<file path="config.mk">
export PLATFORM = sky130hd
export DESIGN_NAME = rom_streamer_flat
export DESIGN_NICKNAME = d
export VERILOG_FILES = /design/src/rtl/rom_streamer_pkg.sv /design/src/rtl/rom_streamer_if.sv /design/src/rtl/rom_streamer.sv /design/src/flat_wrapper.sv
export SDC_FILE = /design/constraint.sdc
export NUM_CORES = 1
export LEC_CHECK = 0
export ABC_AREA = 1
export ABC_CLOCK_PERIOD_IN_PS = 1700
export CORE_MARGIN = 2
export CORE_UTILIZATION = 46
export CTS_CLUSTER_DIAMETER = 60
export DETAILED_ROUTE_END_ITERATION = 8
export PLACE_DENSITY = 0.89
export SYNTH_ARGS = -nofsm -noshare
export SYNTH_HDL_FRONTEND = slang
export SYNTH_SLANG_ARGS = --single-unit
</file>
<file path="constraint.sdc">
create_clock -name clk -period 1.7 [get_ports clk]
set_clock_uncertainty 0.2 [all_clocks]
set_input_delay 0.34 -clock clk [delete_from_list [all_inputs] [get_ports clk]]
set_output_delay 0.34 -clock clk [all_outputs]
set_load 0.02 [all_outputs]
</file>
<file path="src/rtl/rom_streamer_pkg.sv">
// Shared types for the ROM burst streamer.
package rom_streamer_pkg;

  typedef enum logic [0:0] {
    IDLE   = 1'b0,
    STREAM = 1'b1
  } state_t;

endpackage : rom_streamer_pkg

</file>
<file path="src/rtl/rom_streamer_if.sv">
// Valid/ready output stream of the ROM streamer (master = streamer, slave = consumer).
interface rom_streamer_if #(
  parameter int WIDTH = 5
);

  logic             out_valid;
  logic             out_ready;
  logic [WIDTH-1:0] out_data;
  logic             out_last;

  modport master (output out_valid, output out_data, output out_last, input out_ready);
  modport slave  (input out_valid, input out_data, input out_last, output out_ready);

endinterface : rom_streamer_if

</file>
<file path="src/rtl/rom_streamer.sv">
// Streams a burst of words from an external combinational ROM onto a valid/ready port.
// Optional build macro ROM_STREAMER_CHECKSUM_EN adds an XOR checksum of accepted words.
module rom_streamer
  import rom_streamer_pkg::*;
#(
  parameter int DEPTH = 4,
  parameter int WIDTH = 5,
  parameter int AW    = $clog2(DEPTH)
) (
  input  logic                 clk,
  input  logic                 arst_n,
  input  logic                 start,
  input  logic [AW-1:0]        base_addr,
  input  logic [AW:0]          count,
  output logic [AW-1:0]        raddr,
  input  logic [WIDTH-1:0]     rdata,
  rom_streamer_if.master       st,
  output logic                 busy,
`ifdef ROM_STREAMER_CHECKSUM_EN
  output logic [WIDTH-1:0]     checksum,
`endif
  output logic                 done
);

  state_t           state, state_d;
  logic [AW-1:0]    ptr, ptr_d;
  logic [AW:0]      rem, rem_d;
  logic             valid_q, valid_d;
  logic [WIDTH-1:0] data_q, data_d;
  logic             done_q, done_d;
  logic             hs;

  // Explicit wrap keeps non-power-of-two depths correct.
  function automatic logic [AW-1:0] wrap_inc(input logic [AW-1:0] a);
    return (a == AW'(DEPTH - 1)) ? '0 : a + AW'(1);
  endfunction

  assign hs    = valid_q && st.out_ready;
  assign raddr = (state == STREAM) ? ptr : base_addr;

  always_comb begin
    // NOTE: every variable gets a default before the case so no latch is inferred.
    state_d = state;
    ptr_d   = ptr;
    rem_d   = rem;
    valid_d = valid_q;
    data_d  = data_q;
    done_d  = 1'b0;
    case (state)
      IDLE: begin
        if (start) begin
          if (count != '0) begin
            data_d  = rdata;
            ptr_d   = wrap_inc(base_addr);
            rem_d   = count;
            valid_d = 1'b1;
            state_d = STREAM;
          end else begin
            done_d  = 1'b1;
          end
        end
      end
      STREAM: begin
        if (hs) begin
          if (rem > (AW+1)'(1)) begin
            data_d = rdata;
            ptr_d  = wrap_inc(ptr);
            rem_d  = rem - (AW+1)'(1);
          end else begin
            valid_d = 1'b0;
            state_d = IDLE;
            done_d  = 1'b1;
          end
        end
      end
      default: state_d = IDLE;
    endcase
  end

  // NOTE: sequential state uses non-blocking assignments so all registers update together.
  always_ff @(posedge clk or negedge arst_n) begin
    if (!arst_n) begin
      state   <= IDLE;
      ptr     <= '0;
      rem     <= '0;
      valid_q <= 1'b0;
      data_q  <= '0;
      done_q  <= 1'b0;
    end else begin
      state   <= state_d;
      ptr     <= ptr_d;
      rem     <= rem_d;
      valid_q <= valid_d;
      data_q  <= data_d;
      done_q  <= done_d;
    end
  end

`ifdef ROM_STREAMER_CHECKSUM_EN
  // Cleared on any start accepted in IDLE, then folds in each handshaken word.
  always_ff @(posedge clk or negedge arst_n) begin
    if (!arst_n) begin
      checksum <= '0;
    end else if (state == IDLE && start) begin
      checksum <= '0;
    end else if (hs) begin
      checksum <= checksum ^ data_q;
    end
  end
`endif

  assign st.out_valid = valid_q;
  assign st.out_data  = data_q;
  assign st.out_last  = valid_q && (rem == (AW+1)'(1));
  assign busy         = (state == STREAM);
  assign done         = done_q;

endmodule : rom_streamer

</file>
<file path="src/flat_wrapper.sv">
// flat-port wrapper written by rule: the top's interface ports become plain ports
module rom_streamer_flat import rom_streamer_pkg::*;
#(
  parameter int DEPTH = 4,
  parameter int WIDTH = 5,
  parameter int AW    = $clog2(DEPTH)
)
  (clk, arst_n, start, base_addr, count, raddr, rdata, busy, done, st_out_valid, st_out_data, st_out_last, st_out_ready);
  rom_streamer_if #(.WIDTH(WIDTH)) st_i ();
  input  logic clk;
  input  logic arst_n;
  input  logic start;
  input  logic [AW-1:0] base_addr;
  input  logic [AW:0] count;
  output logic [AW-1:0] raddr;
  input  logic [WIDTH-1:0] rdata;
  output logic busy;
  output logic done;
  output wire logic [$bits(st_i.out_valid)-1:0] st_out_valid;
  output wire logic [$bits(st_i.out_data)-1:0] st_out_data;
  output wire logic [$bits(st_i.out_last)-1:0] st_out_last;
  input wire logic [$bits(st_i.out_ready)-1:0] st_out_ready;
  assign st_out_valid = st_i.out_valid;
  assign st_out_data = st_i.out_data;
  assign st_out_last = st_i.out_last;
  assign st_i.out_ready = st_out_ready;
  rom_streamer #(.DEPTH(DEPTH), .WIDTH(WIDTH), .AW(AW)) u_core (.clk(clk), .arst_n(arst_n), .start(start), .base_addr(base_addr), .count(count), .raddr(raddr), .rdata(rdata), .st(st_i), .busy(busy), .done(done));
endmodule
</file>
==> results.json <==
{
  "outcome": "finished, violations left",
  "violations": "setup timing",
  "cts_made_buffers": 3,
  "r2r_setup_slack_ns": 0.15,
  "yosys.area.top_type": "dfrtp_1",
  "ys_ff_latch": 13,
  "r2r_cells": 8,
  "htreeDepth": 1,
  "cp_data_required_time_ns": 1.16,
  "die-area_um2": 2200,
  "nNetsFinal": 163,
  "fp.dieW_um": 46.9,
  "netlist_area_um2": 846,
  "grt_antenna_before_repair": 0,
  "drt.antenna.violating_nets": 0,
  "reg2reg_to": "u_core.ptr[1]",
  "core_area_um2": 1730,
  "crit_cells": 3,
  "cp_slowest_cell": "dfrtp_1",
  "drt_iter0_markers": 15,
  "final_common_cell": "nand2_1",
  "cp_max_fo": 3,
  "power_uw": 2270,
  "pin_count": 25,
  "fillCellCount": 134,
  "vias_per_cell": 4.83,
  "fin_util": 0.766,
  "synth_warnings": 0,
  "holdWs_ns": 0.150,
  "fin_cells": 169,
  "period_minus_slack_ns": 1.74,
  "ys_seq_area_frac": 0.385,
  "start_util": 0.490,
  "crit_path_start_kind": "flop",
  "grt.total_usage": 0.213,
  "arrival_ns": 1.20,
  "postSynthAreaPerCell_um2": 8.90,
  "cts_tree": "yes",
  "max_stage_delay_ns": 0.41,
  "synth.top_cells.by_area": "dfrtp_1 (38%), nand2_1 (16%), nand3_2 (13%), ha_1 (5.9%), nand3_4 (4.1%)",
  "path_clk_slew_ns": 0.09,
  "cts.sinks": 13,
  "peakVddDrop_uv": 921,
  "crit_family": "flip-flops",
  "post_drt_wl_per_cell_um": 12.5,
  "end_kind": "primary output",
  "dr.pass1.iters": 4,
  "drive_gt1_frac": 0.375,
  "maxSlewViolCount": 0,
  "cp_num_buf_inv": 1,
  "hold_viol_final": 0,
  "synth_top_area_share": 0.385,
  "dp_cells": 162,
  "hpwl_um": 1540,
  "diodes": 0,
  "grt_pass1_vias": 794,
  "layout_common_cells": "nand2_1 (35), buf_4 (23), dfrtp_1 (13)",
  "grt_max_degree": 14,
  "port_buffers": 24,
  "worst_slew_pin_slew_ns": 0.210,
  "drv_cap": 0,
  "synth_nets": 113,
  "routed-via-count": 817,
  "rsz0062_at_grt": "yes",
  "wirelength_um": 2120,
  "crit_end": "raddr[0]",
  "syn_to_final_growth_pct": 56.4,
  "cp-startpoint": "u_core.busy",
  "setup_viol": 2,
  "synth.distinct_cells": 17,
  "cts-root-buf": "clkbuf_4",
  "cp_cell_sequence": "or2_1 -> o21a_1 -> buf_6",
  "fin_crit_sh": 1.03,
  "place_ws_ns": -0.516,
  "critPathKind": "flop to primary output",
  "place.gp.congestion": 0.865,
  "row_count": 15,
  "syn_inst": 95,
  "powerDensity_nw_per_um2": 1720,
  "drc": 0,
  "insertion_delay_ns": 0.30,
  "hold_path.class": "input pin to asynchronous set/reset pin",
  "leakage_uw": 0.000700,
  "fp.dieH_um": 46.9,
  "overflow": 0,
  "relSlewSlack": 0.860,
  "fmax_mhz": 574,
  "rr_startpoint": "u_core.busy",
  "post-route-worst-setup-slack_ns": -0.0432,
  "grt_pass1_wl_um": 3190,
  "clk_path_buf_depth": 2
}
==> worst min-delay path by stage <==
stage | cells after the start | endpoint | start
detailed placement | 2 | u_core.st.out_data[3] | u_core.st.out_data[3]
floorplan | 0 | u_core.busy | arst_n
finish | 2 | u_core.st.out_data[3] | arst_n
CTS | 2 | u_core.rem[2] | arst_n
global placement | 2 | u_core.st.out_data[3] | u_core.st.out_data[3]
global route | 2 | u_core.rem[0] | arst_n
==> metal layers <==
layer	vias up	global-route usage	routed length, µm
li1	401	-	-
met1	390	0.219	789
met2	23	0.405	1190
met3	3	0.0615	108
met4	0	0.0778	34
met5	-	0	0
==> cell families (layout without fill, tap and decap cells) <==
group           count (synthesis)  count (layout)  share of synthesized area
fa+ha+maj                       4               4                     0.0592
simple gates                   62              62                      0.436
flops                          13              13                      0.385
buf+inv                        10              59                     0.0799
compound gates                  6               6                     0.0399
==> Yosys cell counts <==
library cell,number
nand2_4,2
or2_1,1
buf_6,3
nor2_1,4
dfrtp_1,13
nand3_2,11
nand2_2,1
nand2_1,37
inv_1,6
ha_1,4
o21a_1,1
o22ai_1,1
nand3_1,3
o21ai_0,4
nand3_4,2
inv_8,1
nor2_8,1
==> worst reg2reg max path, cell delays in order (launching register included) <==
cell	delay, ns
dfrtp_1	0.39
buf_6	0.15
inv_8	0.04
buf_4	0.17
nor2_8	0.13
nand3_4	0.10
buf_4	0.18
nand3_2	0.05
nand2_1	0.05
==> report_power, final <==
group	internal [µW]	leakage, µW	switching (µW)
logic	712	0.000523	802
registers	456	0.000159	93.3
clock network	87.9	0.0000177	119
total	1260	0.000700	1010
==> sequential cells by signal (all words and copies together), names as in the netlist <==
| register | count |
|---|---|
| u_core.busy | 1 |
| u_core.st.out_data | 5 |
| u_core.rem | 3 |
| u_core.ptr | 2 |
| u_core.done | 1 |
| u_core.st.out_valid | 1 |
==> through the flow <==
step | setup TNS (ns) | area [µm²]
3_5_place_dp | -1.31 | 1250
2_1_floorplan | 0 | 846
3_3_place_gp | -0.995 | 1250
5_1_grt | -0.132 | 1320
4_1_cts | -0.0860 | 1280
6_report | -0.0508 | 1320
==> layout make-up <==
type                            instances  area (µm²)  area share
Clock buffer                            3        22.5      0.0170
Multi-Input combinational cell         72         475       0.360
Inverter                                7        33.8      0.0255
Tap cell                               25        31.3      0.0237
Timing Repair Buffer                   48         429       0.325
Sequential cell                        13         325       0.246
Clock inverter                          1        5.00     0.00378
==> repair_timing <==
action / 4_1_cts / 5_1_grt
gates cloned: 0 / 0
hold buffers: 0 / 0
setup endpoints to repair: 11 / 4
pin swaps: 1 / 1
buffers inserted: 1 / 2
gates resized for setup: 27 / 9
Note: power is estimated with default switching activity, not from simulation.
